<file path="config.mk">
export PLATFORM = sky130hd
export DESIGN_NAME = pipe_skid_reg
export DESIGN_NICKNAME = d
export VERILOG_FILES = /design/src/rtl/pipe_skid_reg.sv
export SDC_FILE = /design/constraint.sdc
export NUM_CORES = 1
export LEC_CHECK = 0
export CORE_AREA = 2 2 90 92
export DETAILED_ROUTE_END_ITERATION = 6
export DIE_AREA = 0 0 92 94
export PLACE_DENSITY = 0.66
export SYNTH_ARGS = -nofsm -noshare
export SYNTH_HDL_FRONTEND = slang
export SYNTH_SLANG_ARGS = --single-unit
export TNS_END_PERCENT = 50
</file>
<file path="constraint.sdc">
create_clock -name clk -period 3.5 [get_ports clk]
set_input_delay 0.7 -clock clk [delete_from_list [all_inputs] [get_ports clk]]
set_output_delay 0.7 -clock clk [all_outputs]
set_load 0.02 [all_outputs]
</file>
<file path="src/rtl/pipe_skid_reg.sv">
// rtl/pipe_skid_reg.sv - two-entry pipeline skid register with registered valid/ready and flush
module pipe_skid_reg #(
  parameter int              N         = 32,
  parameter logic [N-1:0]    RESET_VAL = '0,
  parameter logic [N-1:0]    FLUSH_VAL = N'(32'h00000013)
) (
  input  logic         clk,
  input  logic         reset,
  input  logic         flush,
  input  logic         in_valid,
  input  logic [N-1:0] in_data,
  output logic         in_ready,
  output logic         out_valid,
  output logic [N-1:0] out_data,
  input  logic         out_ready,
  output logic [1:0]   count
);

  localparam logic [1:0] EMPTY = 2'd0;
  localparam logic [1:0] ONE   = 2'd1;
  localparam logic [1:0] FULL  = 2'd2;

  logic [1:0]   state;
  logic [1:0]   state_nxt;
  logic [N-1:0] main_q;
  logic [N-1:0] skid_q;
  logic         in_ready_q;
  logic         out_valid_q;
  logic         in_xfer;
  logic         out_xfer;

  assign in_xfer   = in_valid & in_ready_q;
  assign out_xfer  = out_valid_q & out_ready;
  assign in_ready  = in_ready_q;
  assign out_valid = out_valid_q;
  assign out_data  = main_q;
  assign count     = state;

  always_comb begin
    state_nxt = state;
    case (state)
      EMPTY: if (in_xfer) state_nxt = ONE;
      ONE: begin
        if (in_xfer && !out_xfer)      state_nxt = FULL;
        else if (!in_xfer && out_xfer) state_nxt = EMPTY;
      end
      FULL:    if (out_xfer) state_nxt = ONE;
      default: state_nxt = EMPTY;
    endcase
    if (flush) state_nxt = EMPTY;
  end

  // Handshake flags are precomputed from the next state so both stay pure flop outputs.
  always_ff @(posedge clk) begin
    if (reset) begin
      state       <= EMPTY;
      in_ready_q  <= 1'b1;
      out_valid_q <= 1'b0;
      main_q      <= RESET_VAL;
      skid_q      <= RESET_VAL;
    end else begin
      state       <= state_nxt;
      in_ready_q  <= (state_nxt != FULL);
      out_valid_q <= (state_nxt != EMPTY);
      if (flush) begin
        main_q <= FLUSH_VAL;
      end else begin
        case (state)
          EMPTY: if (in_xfer) main_q <= in_data;
          ONE: begin
            if (in_xfer && out_xfer) main_q <= in_data;
            else if (in_xfer)        skid_q <= in_data;
          end
          FULL:    if (out_xfer) main_q <= skid_q;
          default: ;
        endcase
      end
    end
  end

endmodule

</file>
Yosys cells after proc, flatten, opt, wreduce, memory -nomap -nowiden. Cells that the tools add are included. W data, S select, Z words.

Register bits after elaboration: 68. Bits of input ports: 37. Output and inout port bits: 36. Word-level logic and storage cells: 43.

Eq/ne operators: 9. Muxes and demuxes: 11. Bitwise gates (word level): 4. Reduce and logical (&&, ||, !) cells: 13.

Operators by type and width (number): $mux W32 (3); $pmux W32 S3 (1); $reduce_and A4 Y1 (3); $mux W2 (5); $ne A3 B3 Y1 const B (3); $ne A2 B2 Y1 const B (4); $pmux W2 S3 (1); $mux W5 (1); $reduce_bool A4 Y1 (1); $logic_and A1 B1 Y1 (3); $reduce_bool A3 Y1 (1); $and A1 B1 Y1 (2); $eq A2 B1 Y1 const B (1); $eq A2 B2 Y1 const B (1); $logic_not A1 Y1 (2); $logic_not A2 Y1 (1); $not A1 Y1 (2); $reduce_bool A2 Y1 (1); $reduce_or A2 Y1 (1).

Logic depth before layout (Yosys ltp). Gate-level depths: netlist of the first run.

Word-level depth: 8. Gate-level depth with buffers: 8.

Least setup slack after synthesis of the first run. No wires, ideal clock.

Path kind: register -> register. Start point: reg state[0] (netlist: count[0]). End point: reg main_q[16] (netlist: out_data[16]). Library setup time: 146 ps. Arrival time: 1957 ps. Required time: 3354 ps. Slack: 1397 ps. Stages on the path, launching flop included: 9. Buffers on the path: 3. Clock period less this slack: 2103 ps. Cells stage by stage: dfxtp_1 > inv_1 > ha_1 > buf_2 > a21boi_1 > a2111oi_4 > buf_6 > buf_6 > a211oi_2.

Word-level cells in the longest chain between the ends: 3. Elaborated cells on any way between the ends: 9.

RTL lines: start: declaration (RTL line 23) `logic [1:0] state;`; start signal: assignment (RTL line 62) `state <= state_nxt;`; $eq A2 B1 Y1, or another cell as far along (RTL line 68) `case (state)`; $ne A2 B2 Y1 (no line) or $reduce_bool A3 Y1 (tied branches); $reduce_and A4 Y1 (no line); end signal: assignment (RTL line 69) `EMPTY: if (in_xfer) main_q <= in_data;`; end signal: assignment (RTL line 71) `if (in_xfer && out_xfer) main_q <= in_data;`; end signal: assignment (RTL line 74) `FULL: if (out_xfer) main_q <= skid_q;`; end: declaration (RTL line 25) `logic [N-1:0] main_q;`.

Several ways; a longest one is shown, not always the timed one. A chain may end at the register's enable or synchronous reset.

Worst setup path in the final report of the first run.
Start point: reg state[0] (netlist: count[0]). End point: reg main_q[31] (netlist: out_data[31]).

Same word-level chain as after synthesis.

==> results of run 1 <==
-- metal layers --
metal  GRT usage  part of all wire  wire (µm)
met1      0.2054              0.47       3254
met2      0.2843              0.49       3402
met3     0.04414             0.037        257
met4     0.05348            0.0062         43
met5           0                 0          0
-- Yosys cell counts, types with 2 or more instances --
master	instances	area, µm²
a2111oi_4	2	55.05
a211oi_2	29	362.9
a21boi_1	2	15.01
a21oi_1	35	175.2
a31oi_1	2	12.51
buf_2	5	25.02
buf_6	6	67.56
clkbuf_1	12	45.04
dfxtp_1	68	1361
ha_1	4	50.05
inv_1	3	11.26
mux2_2	3	33.78
mux2i_1	32	320.3
nand2_1	66	247.7
nand3_1	4	20.02
nor2_1	31	116.4
o21ai_0	2	10.01
-- final cells by class --
| cell class | count | area [µm²] | share of cell area |
|---|---|---|---|
| inverters | 3 | 11.26 | 0.002811 |
| repair buffers | 77 | 770.7 | 0.1924 |
| clock buffers | 12 | 165.2 | 0.04122 |
| well taps | 102 | 127.6 | 0.03186 |
| clock inverters | 4 | 70.07 | 0.01749 |
| multi-input cells | 221 | 1500 | 0.3745 |
| flip-flops and latches | 68 | 1361 | 0.3398 |
-- logic make-up after synthesis --
kind of cell,after synthesis
flip-flops,68
AO/OA/AOI/OAI,74
adder cells (fa/ha/maj),4
multiplexers,35
buffers and inverters,27
AND/OR/NAND/NOR,107
XOR/XNOR,1
-- power breakdown --
part	internal [mW]	switching, mW	total [mW]
registers	0.803	0.0183	0.821
logic	0.130	0.148	0.278
clock network	0.457	0.285	0.743
total	1.39	0.452	1.84
-- flip-flops by register name, indices dropped and copies added, names as in the netlist --
| name | flops |
|---|---|
| in_ready | 1 |
| out_data | 32 |
| skid_q | 32 |
| out_valid | 1 |
| count | 2 |
-- stage by stage --
stage / util / area [µm²] / total power [mW] / std cells / hold slack (ns)
after floorplan: - / 3015 / 1.008 / 316 / 0.4329
after global placement: 0.4957 / 3771 / 1.115 / 471 / 0.4409
after detailed placement: 0.4957 / 3771 / 1.119 / 471 / 0.4476
after CTS: 0.5266 / 4006 / 1.865 / 487 / 0.4573
after global routing: 0.5266 / 4006 / 1.915 / 487 / 0.4739
final: 0.5266 / 4006 / 1.842 / 487 / 0.4532
-- final timing paths --
| kind | start | endpoint | slack [ns] |
|---|---|---|---|
| hold / removal | skid_q[28] | skid_q[28] | 0.45 |
| setup reg to reg | count[0] | out_data[31] | 1.16 |
| hold reg to reg | skid_q[28] | skid_q[28] | 0.45 |
| setup / recovery | count[0] | out_data[31] | 1.16 |
-- cell usage in the layout, fill, tap and decap left out, types with 2 or more instances in the layout --
master and instances:
ha_1 3, dfxtp_1 68, a2111oi_4 2, clkdlybuf4s50_1 72, clkinv_2 2, nand3_1 4, a21boi_1 2, nand2_1 66
clkbuf_8 12, mux2i_1 32, nor2_1 31, a21oi_1 35, buf_4 4, bufinv_16 2, o21ai_0 2, a31oi_1 2
a211oi_2 29, inv_1 3, mux2_2 3
-- worst reg2reg max path, cell delays in order, from the launching register on --
cell and delay, ns:
dfxtp_1 0.45, inv_1 0.10, ha_2 0.38, a21boi_1 0.27
a2111oi_4 0.40, buf_12 0.33, nor2_1 0.14, a211oi_2 0.19
==> reports/results.ini, run 1 <==
[critical_path]
end_kind=flip-flop
cpPeakStageDelay_ns=0.45
crit_chain=inv_1, ha_2, a21boi_1, a2111oi_4, buf_12, nor2_1, a211oi_2
worst-setup-path-type=reg2reg
cp-start-kind=flip-flop
critPathTopFamily=compound AO/OA/AOI/OAI gates
required_ns=3.74
crit_path_top_delay_cell=dfxtp_1
cp.depth=7
r2r_cells=7
cp_num_buf_inv=2
cp_data_arrival_time_ns=2.58
crit_fanout=58

[logic_synthesis]
synth_compound_area_frac=0.2141
synthAdderAreaFrac=0.01660
yosys_most_used_dff=dfxtp_1
muxShareOfSynthArea=0.1174
seq_area_frac_synth=0.4515
synth_top_family_by_area=compound AO/OA/AOI/OAI gates
synth_edf_count=0
ys_ff_latch=68
syn-instance-count=316
async_flop_share=0
synth_xor_area_frac=0.002905
synth_nets=357
yosys.area_share.simple=0.1456
syn_area_per_cell_um2=9.542
synth.distinct_cells=27
syn_area_um2=3015
ys.warnings.count=0

[pwr]
power_density_nw_per_um2=459.8
power_leakage_nw=1.330
worst_ir_drop_vdd_mv=0.1859

[clock_network]
cts.sinks=68
clk_path_buf_depth=2
numCtsBuffers=9
ctsHtreeMaxLevel=3
cts-resized-gates=0
cts_setup_buffers=0
clock_latency_ns=0.33
path_clk_slew_ns=0.07
holdBufCountCts=0
tritoncts=built
cts-root-buf=clkbuf_8

[routing]
via_count=2411
via_per_inst=4.951
wl_um=6957
dr.pass1.iters=4
avgRoutedWirePerCell_um=14.29
initialDrtViolationCount=107
drc=0
drtAntennaViolNets=0

[status]
status=finished clean

[timing]
finalSetupViolCount=0
hold_viol_final=0
setup_slack_ns=1.161
max_freq_mhz=427.5
tightestPinTransition_ns=0.9245
tns_ns=0
worst_clock_skew_ns=0.005148
rsz0062_at_grt=false
maxSlewHeadroom=0.3837
min_period_ns=2.339
drv_slew=0
timing.final.crit_share=0.6683

[layout]
syn_to_final_growth_pct=32.86
fillers=698
nets=421
drive_gt1_frac=0.1506
antennaDiodeCount=0

[global_route]
grt-ovfl-total=0
grt_pass1_vias=2405
grt_max_degree=59
grt_antenna_before_repair=0
grt_pass1_wl_um=11340
grt_use_total=0.1666

[floorplanning]
die_y_um=94
die_area_um2=8648
core_area_um2=7607
start_util=0.3964
die_w_um=92
row_count=32
pin_count=73

[placed_design]
post-dp-hpwl_um=4677
gp_congestion=0.7718
portBuffers=72
place_worst_setup_slack_ns=0.8733

[min_path]
whs_path_depth=2
hold_class=reg2reg

[job]
cap_violations=0

Power figures use the tool's default switching activity.
==> inputs of run 2 (changes only) <==
--- a/config.mk
+++ b/config.mk
@@ -8,7 +8,7 @@
 export CORE_AREA = 2 2 90 92
 export DETAILED_ROUTE_END_ITERATION = 6
 export DIE_AREA = 0 0 92 94
-export PLACE_DENSITY = 0.66
+export PLACE_DENSITY = 0.68
 export SYNTH_ARGS = -nofsm -noshare
 export SYNTH_HDL_FRONTEND = slang
 export SYNTH_SLANG_ARGS = --single-unit
==> constraint.sdc (replaced) <==
create_clock -name clk -period 1.95 [get_ports clk]
set_input_delay 0.39 -clock clk [delete_from_list [all_inputs] [get_ports clk]]
set_output_delay 0.39 -clock clk [all_outputs]
set_load 0.02 [all_outputs]
==> run 2 against run 1 <==
Clock skew increased by 0.0051 ns. Sequential share of layout area decreased by 2.5 points. Count of clock-buffer cells in the layout decreased by 2. First-iteration DRC count decreased by 21%. Wire length increased by 12%. Flip-flop and latch count unchanged. Hold slack improved by 0.00091 ns. Critical path type is now reg2out. Highest routed layer unchanged.
==> reports/results.ini, run 2 (synthesis results as in run 1) <==
[status]
status=finished clean

[timing]
holdWs_ns=0.4541  ; +0.0009150 ns
finalSetupViolCount=0  ; unchanged
min_period_ns=1.883
timing.final.crit_share=0.9654
max_freq_mhz=531.2
hold_viol_final=0  ; unchanged
maxSlewHeadroom=0.7491  ; +0.3654
worst_clock_skew_ns=0.01023  ; +0.005086 ns
tightestPinTransition_ns=0.3764  ; -0.5481 ns
drv_slew=0  ; unchanged

[pwr]
power_density_nw_per_um2=756.6  ; +65%
worst_ir_drop_vdd_mv=0.4486  ; +140%
power_leakage_nw=1.522  ; +14%

[critical_path]
cp-start-kind=flip-flop
cp_num_buf_inv=1  ; -1
timing.rr.start=count[0]
cp.depth=1  ; -6
crit_chain=clkdlybuf4s50_1
worstSetupStartpoint=in_ready
r2r_slack_ns=0.10  ; -1.06 ns
crit_path_top_delay_cell=clkdlybuf4s50_1
crit_fanout=5  ; -91%
worst-setup-path-type=reg2out
cpPeakStageDelay_ns=0.67  ; +0.22 ns
required_ns=1.56  ; -2.18 ns
r2r_cells=7  ; unchanged
r2r_end=out_data[15]
timing.critical_path.to=in_ready
critPathTopFamily=buffers and inverters
end_kind=output port
cp_data_arrival_time_ns=1.49  ; -1.09 ns

[floorplanning]
die_area_um2=8648  ; unchanged
die_w_um=92  ; unchanged
pin_count=73  ; unchanged
die_y_um=94  ; unchanged
row_count=32  ; unchanged
start_util=0.3964  ; unchanged
core_area_um2=7607  ; unchanged

[layout]
fin_cells=518  ; +6.4%
syn_to_final_growth_pct=43.82
nets=452  ; +7.4%
layout_common_cells=clkdlybuf4s50_1, nand2_1, dfxtp_1
drive_gt1_frac=0.2260  ; +0.07531
final_util=0.5701  ; +0.04342
antennaDiodeCount=0  ; unchanged
final_common_cell=clkdlybuf4s50_1

[global_route]
grt_pass1_vias=2608  ; +8.4%
grt_antenna_before_repair=0  ; unchanged
grt-ovfl-total=0  ; unchanged
grt_max_degree=30  ; -49%
grt_pass1_wl_um=12360  ; +8.9%
grt_use_total=0.1817  ; +0.01510

[clock_network]
clk_path_buf_depth=2  ; unchanged
ctsHtreeMaxLevel=3  ; unchanged
holdBufCountCts=0  ; unchanged
path_clk_slew_ns=0.07  ; about the same
tritoncts=built
numCtsBuffers=9  ; unchanged
cts-root-buf=clkbuf_8
cts.sinks=68  ; unchanged
clock_latency_ns=0.35  ; +0.02 ns

[min_path]
hold_class=reg2reg
whs_path_depth=2  ; unchanged

[placed_design]
placed_cells=496  ; +5.3%
portBuffers=72  ; unchanged
gp_congestion=0.8396  ; +8.8%
post-dp-hpwl_um=4930  ; +5.4%

[routing]
drtAntennaViolNets=0  ; unchanged
avgRoutedWirePerCell_um=15.10  ; +5.7%
via_per_inst=4.988  ; +0.76%
dr.pass1.iters=4  ; unchanged
wl_um=7820  ; +12%
drc=0  ; unchanged
via_count=2584  ; +7.2%
initialDrtViolationCount=84  ; -21%

[job]
cap_violations=0  ; unchanged

-- run 2: cell types whose count changed in the layout (fill, tap and decap cells not counted), moves of 2 or more --
cell,change
a21boi_1,-2
buf_12,+3
buf_4,+22
buf_6,+3
clkbuf_16,+2
clkbuf_8,-2
clkinvlp_4,+2
dfxtp_1,-2
dfxtp_2,+2
-- run 2: what timing repair did --
action / CTS / global route
gates cloned: 2 / 3
buffers inserted: 2 / 0
pin swaps: 1 / 1
resized for setup: 0 / 6
setup endpoints to repair: 9 / 29
-- run 2: worst min-delay path by stage --
stage,startpoint,endpoint,slack [ns]
finish,skid_q[16],skid_q[16],0.45
global route,skid_q[5],skid_q[5],0.48
CTS,skid_q[16],skid_q[16],0.46
detailed placement,skid_q[1],skid_q[1],0.45
global placement,skid_q[4],skid_q[4],0.44
floorplan,skid_q[0],skid_q[0],0.43
-- run 2: stage by stage --
stage	TNS, ns	power [mW]	instance area, µm²	worst slack, ns
after floorplan	0	1.809	3018	0.01664
after detailed placement	-10.78	2.067	3999	-0.3647
after global placement	-9.461	2.056	3999	-0.3144
final	0	3.281	4337	0.06748
after CTS	0	3.284	4259	0.01038
after global routing	-0.002400	3.412	4337	-0.001253
-- run 2: per-layer routing --
layer / up-vias / GRT usage / share of wire
li1: 1281 / - / -
met1: 1231 / 0.2180 / 0.45
met2: 61 / 0.3168 / 0.50
met3: 11 / 0.03371 / 0.040
met4: 0 / 0.08209 / 0.016
met5: - / 0 / 0
-- run 2: worst reg2reg max path: cells and delay by family (launching register included) --
kind | cells | cell delay (ns)
and+or+nand+nor | 1 | 0.06
DFF | 1 | 0.33
adders and majority gates | 1 | 0.20
AOI/OAI and AO/OA | 3 | 0.77
buffers and inverters | 2 | 0.42
-- run 2: area by class of cell --
type / instances / area, µm²
clock inverters: 6 / 63.81
inverters: 3 / 11.26
multi-input cells: 221 / 1518
fillers: 678 / 3271
well taps: 102 / 127.6
clock buffers: 10 / 137.6
flip-flops and latches: 68 / 1364
repair buffers: 108 / 1115
-- run 2: power by group --
group	switching (mW)	total, mW	leakage [nW]	internal [mW]
registers	0.0302	1.47	0.554	1.44
logic	0.305	0.636	0.870	0.331
clock network	0.552	1.17	0.0983	0.622
==> inputs of run 3 (changes only) <==
--- a/config.mk
+++ b/config.mk
@@ -8,6 +8,7 @@
 export CORE_AREA = 2 2 90 92
 export DETAILED_ROUTE_END_ITERATION = 6
 export DIE_AREA = 0 0 92 94
+export GPL_TIMING_DRIVEN = 0
 export PLACE_DENSITY = 0.68
 export SYNTH_ARGS = -nofsm -noshare
 export SYNTH_HDL_FRONTEND = slang
==> run 3 against run 2 <==
Largest cell class unchanged. First-iteration DRC count rose by 9.5%. Maximum frequency shrank 0.89%. Global-route usage is 0.69 points lower. Register-to-register slack got worse by 0.05 ns.
==> reports/results.ini, run 3 (synthesis results as in run 1) <==
[pwr]
power_density_nw_per_um2=784.8  ; +3.7%
power_leakage_nw=1.389  ; -8.8%
worst_ir_drop_vdd_mv=0.4588  ; +2.3%

[floorplanning]
pin_count=73  ; unchanged
die_w_um=92  ; unchanged
die_y_um=94  ; unchanged
core_area_um2=7607  ; unchanged
die_area_um2=8648  ; unchanged
row_count=32  ; unchanged
start_util=0.3964  ; unchanged

[placed_design]
place_worst_setup_slack_ns=-0.5057  ; -0.1411 ns
portBuffers=71  ; -1.4%
gp_congestion=0.7969  ; -5.1%
post-dp-hpwl_um=5225  ; +6.0%
placed_area_um2=3856  ; -3.6%

[timing]
tns_ns=0  ; unchanged
rsz0062_at_grt=true
hold_viol_final=0  ; unchanged
drv_slew=0  ; unchanged
timing.final.crit_share=0.9741  ; +0.008660
setup_slack_ns=0.05059  ; -0.01689 ns
worst_clock_skew_ns=0.008484  ; -0.001749 ns
min_period_ns=1.899  ; +0.01689 ns
finalSetupViolCount=0  ; unchanged
maxSlewHeadroom=0.5529  ; -0.1962
tightestPinTransition_ns=0.6707  ; +0.2943 ns
max_freq_mhz=526.5  ; -0.89%

[critical_path]
r2r_slack_ns=0.05  ; -0.05 ns
crit_fanout=10  ; +5
timing.critical_path.to=out_data[6]
cp_data_arrival_time_ns=2.12  ; +0.63 ns
r2r_cells=9  ; +2
worstSetupStartpoint=count[0]
required_ns=2.17  ; +0.61 ns
worst-setup-path-type=reg2reg
end_kind=flip-flop
r2r_end=out_data[6]
cp-start-kind=flip-flop
timing.rr.start=count[0]

[routing]
wl_um=7084  ; -9.4%
initialDrtViolationCount=92  ; +9.5%
avgRoutedWirePerCell_um=14.06  ; -6.9%
drtAntennaViolNets=0  ; unchanged
via_per_inst=4.986  ; about the same
dr.pass1.iters=4  ; unchanged
via_count=2513  ; -2.7%
drc=0  ; unchanged

[layout]
final_cell_area_um2=4106  ; -5.3%
drive_gt1_frac=0.1866  ; -0.03939
layout_common_cells=clkdlybuf4s50_1, nand2_1, dfxtp_1
nets=438  ; -3.1%
final_common_cell=clkdlybuf4s50_1
antennaDiodeCount=0  ; unchanged
syn_to_final_growth_pct=36.18
final_util=0.5398  ; -0.03026
fillers=698  ; +2.9%

[clock_network]
clock_latency_ns=0.34  ; about the same
path_clk_slew_ns=0.07  ; about the same
numCtsBuffers=9  ; unchanged
tritoncts=built
clk_path_buf_depth=2  ; unchanged
ctsHtreeMaxLevel=3  ; unchanged
holdBufCountCts=0  ; unchanged
cts-root-buf=clkbuf_8
cts.sinks=68  ; unchanged

[global_route]
grt-ovfl-total=0  ; unchanged
grt_antenna_before_repair=0  ; unchanged
grt_use_total=0.1748  ; -0.006941
grt_max_degree=13  ; -57%
grt_pass1_wl_um=11790  ; -4.6%
grt_pass1_vias=2468  ; -5.4%

[min_path]
whs_path_depth=2  ; unchanged
min_from=reset
hold_class=in2reg

[status]
status=finished clean

[job]
cap_violations=0  ; unchanged

-- run 3: worst min-delay path by stage --
stage | endpoint
global placement | skid_q[4]
detailed placement | skid_q[0]
finish | skid_q[28]
CTS | skid_q[28]
global route | skid_q[30]
floorplan | skid_q[0]
-- run 3: area by class of cell --
| cell class | instances | area [µm²] | share of cell area |
|---|---|---|---|
| Buffer | 22 | 161.4 | 0.03931 |
| Clock buffer | 11 | 151.4 | 0.03687 |
| Clock inverter | 5 | 57.56 | 0.01402 |
| Inverter | 3 | 11.26 | 0.002742 |
| Multi-Input combinational cell | 221 | 1509 | 0.3675 |
| Sequential cell | 68 | 1366 | 0.3327 |
| Tap cell | 102 | 127.6 | 0.03108 |
| Timing Repair Buffer | 72 | 721.9 | 0.1758 |
-- run 3: what timing repair did --
item | in CTS | in global routing
cloned | 0 | 0
setup buffers | 1 | 0
pin swaps | 1 | 1
endpoints found under the hold margin | 0 | 0
resized for setup | 3 | 17
setup endpoints to repair | 29 | 61
-- run 3: power breakdown --
group	total, mW	internal, mW	leakage [nW]	switching (mW)
registers	1.47	1.44	0.555	0.0317
logic	0.543	0.262	0.724	0.281
clock network	1.21	0.665	0.110	0.543
total	3.22	2.37	1.39	0.856
-- run 3: routing by layer --
layer,track usage,vias up,share of wire
met3,0.04896,15,0.053
li1,-,1253,-
met5,0,-,0
met2,0.2696,65,0.45
met1,0.2277,1180,0.47
met4,0.07960,0,0.026
-- run 3: worst max-delay path, stage by stage, from the launching register on --
cell	delay (ns)
dfxtp_4	0.37
inv_1	0.06
ha_1	0.18
buf_2	0.17
a21boi_2	0.21
a2111oi_4	0.22
buf_6	0.18
buf_8	0.14
buf_6	0.17
a211oi_2	0.08
-- run 3: stage by stage --
step	hold WS, ns	cells	power (mW)
6_report	0.3031	504	3.223
2_1_floorplan	0.4329	316	1.809
4_1_cts	0.2944	506	3.246
5_1_grt	0.2894	504	3.376
3_3_place_gp	0.4385	489	2.030
3_5_place_dp	0.4449	489	2.038
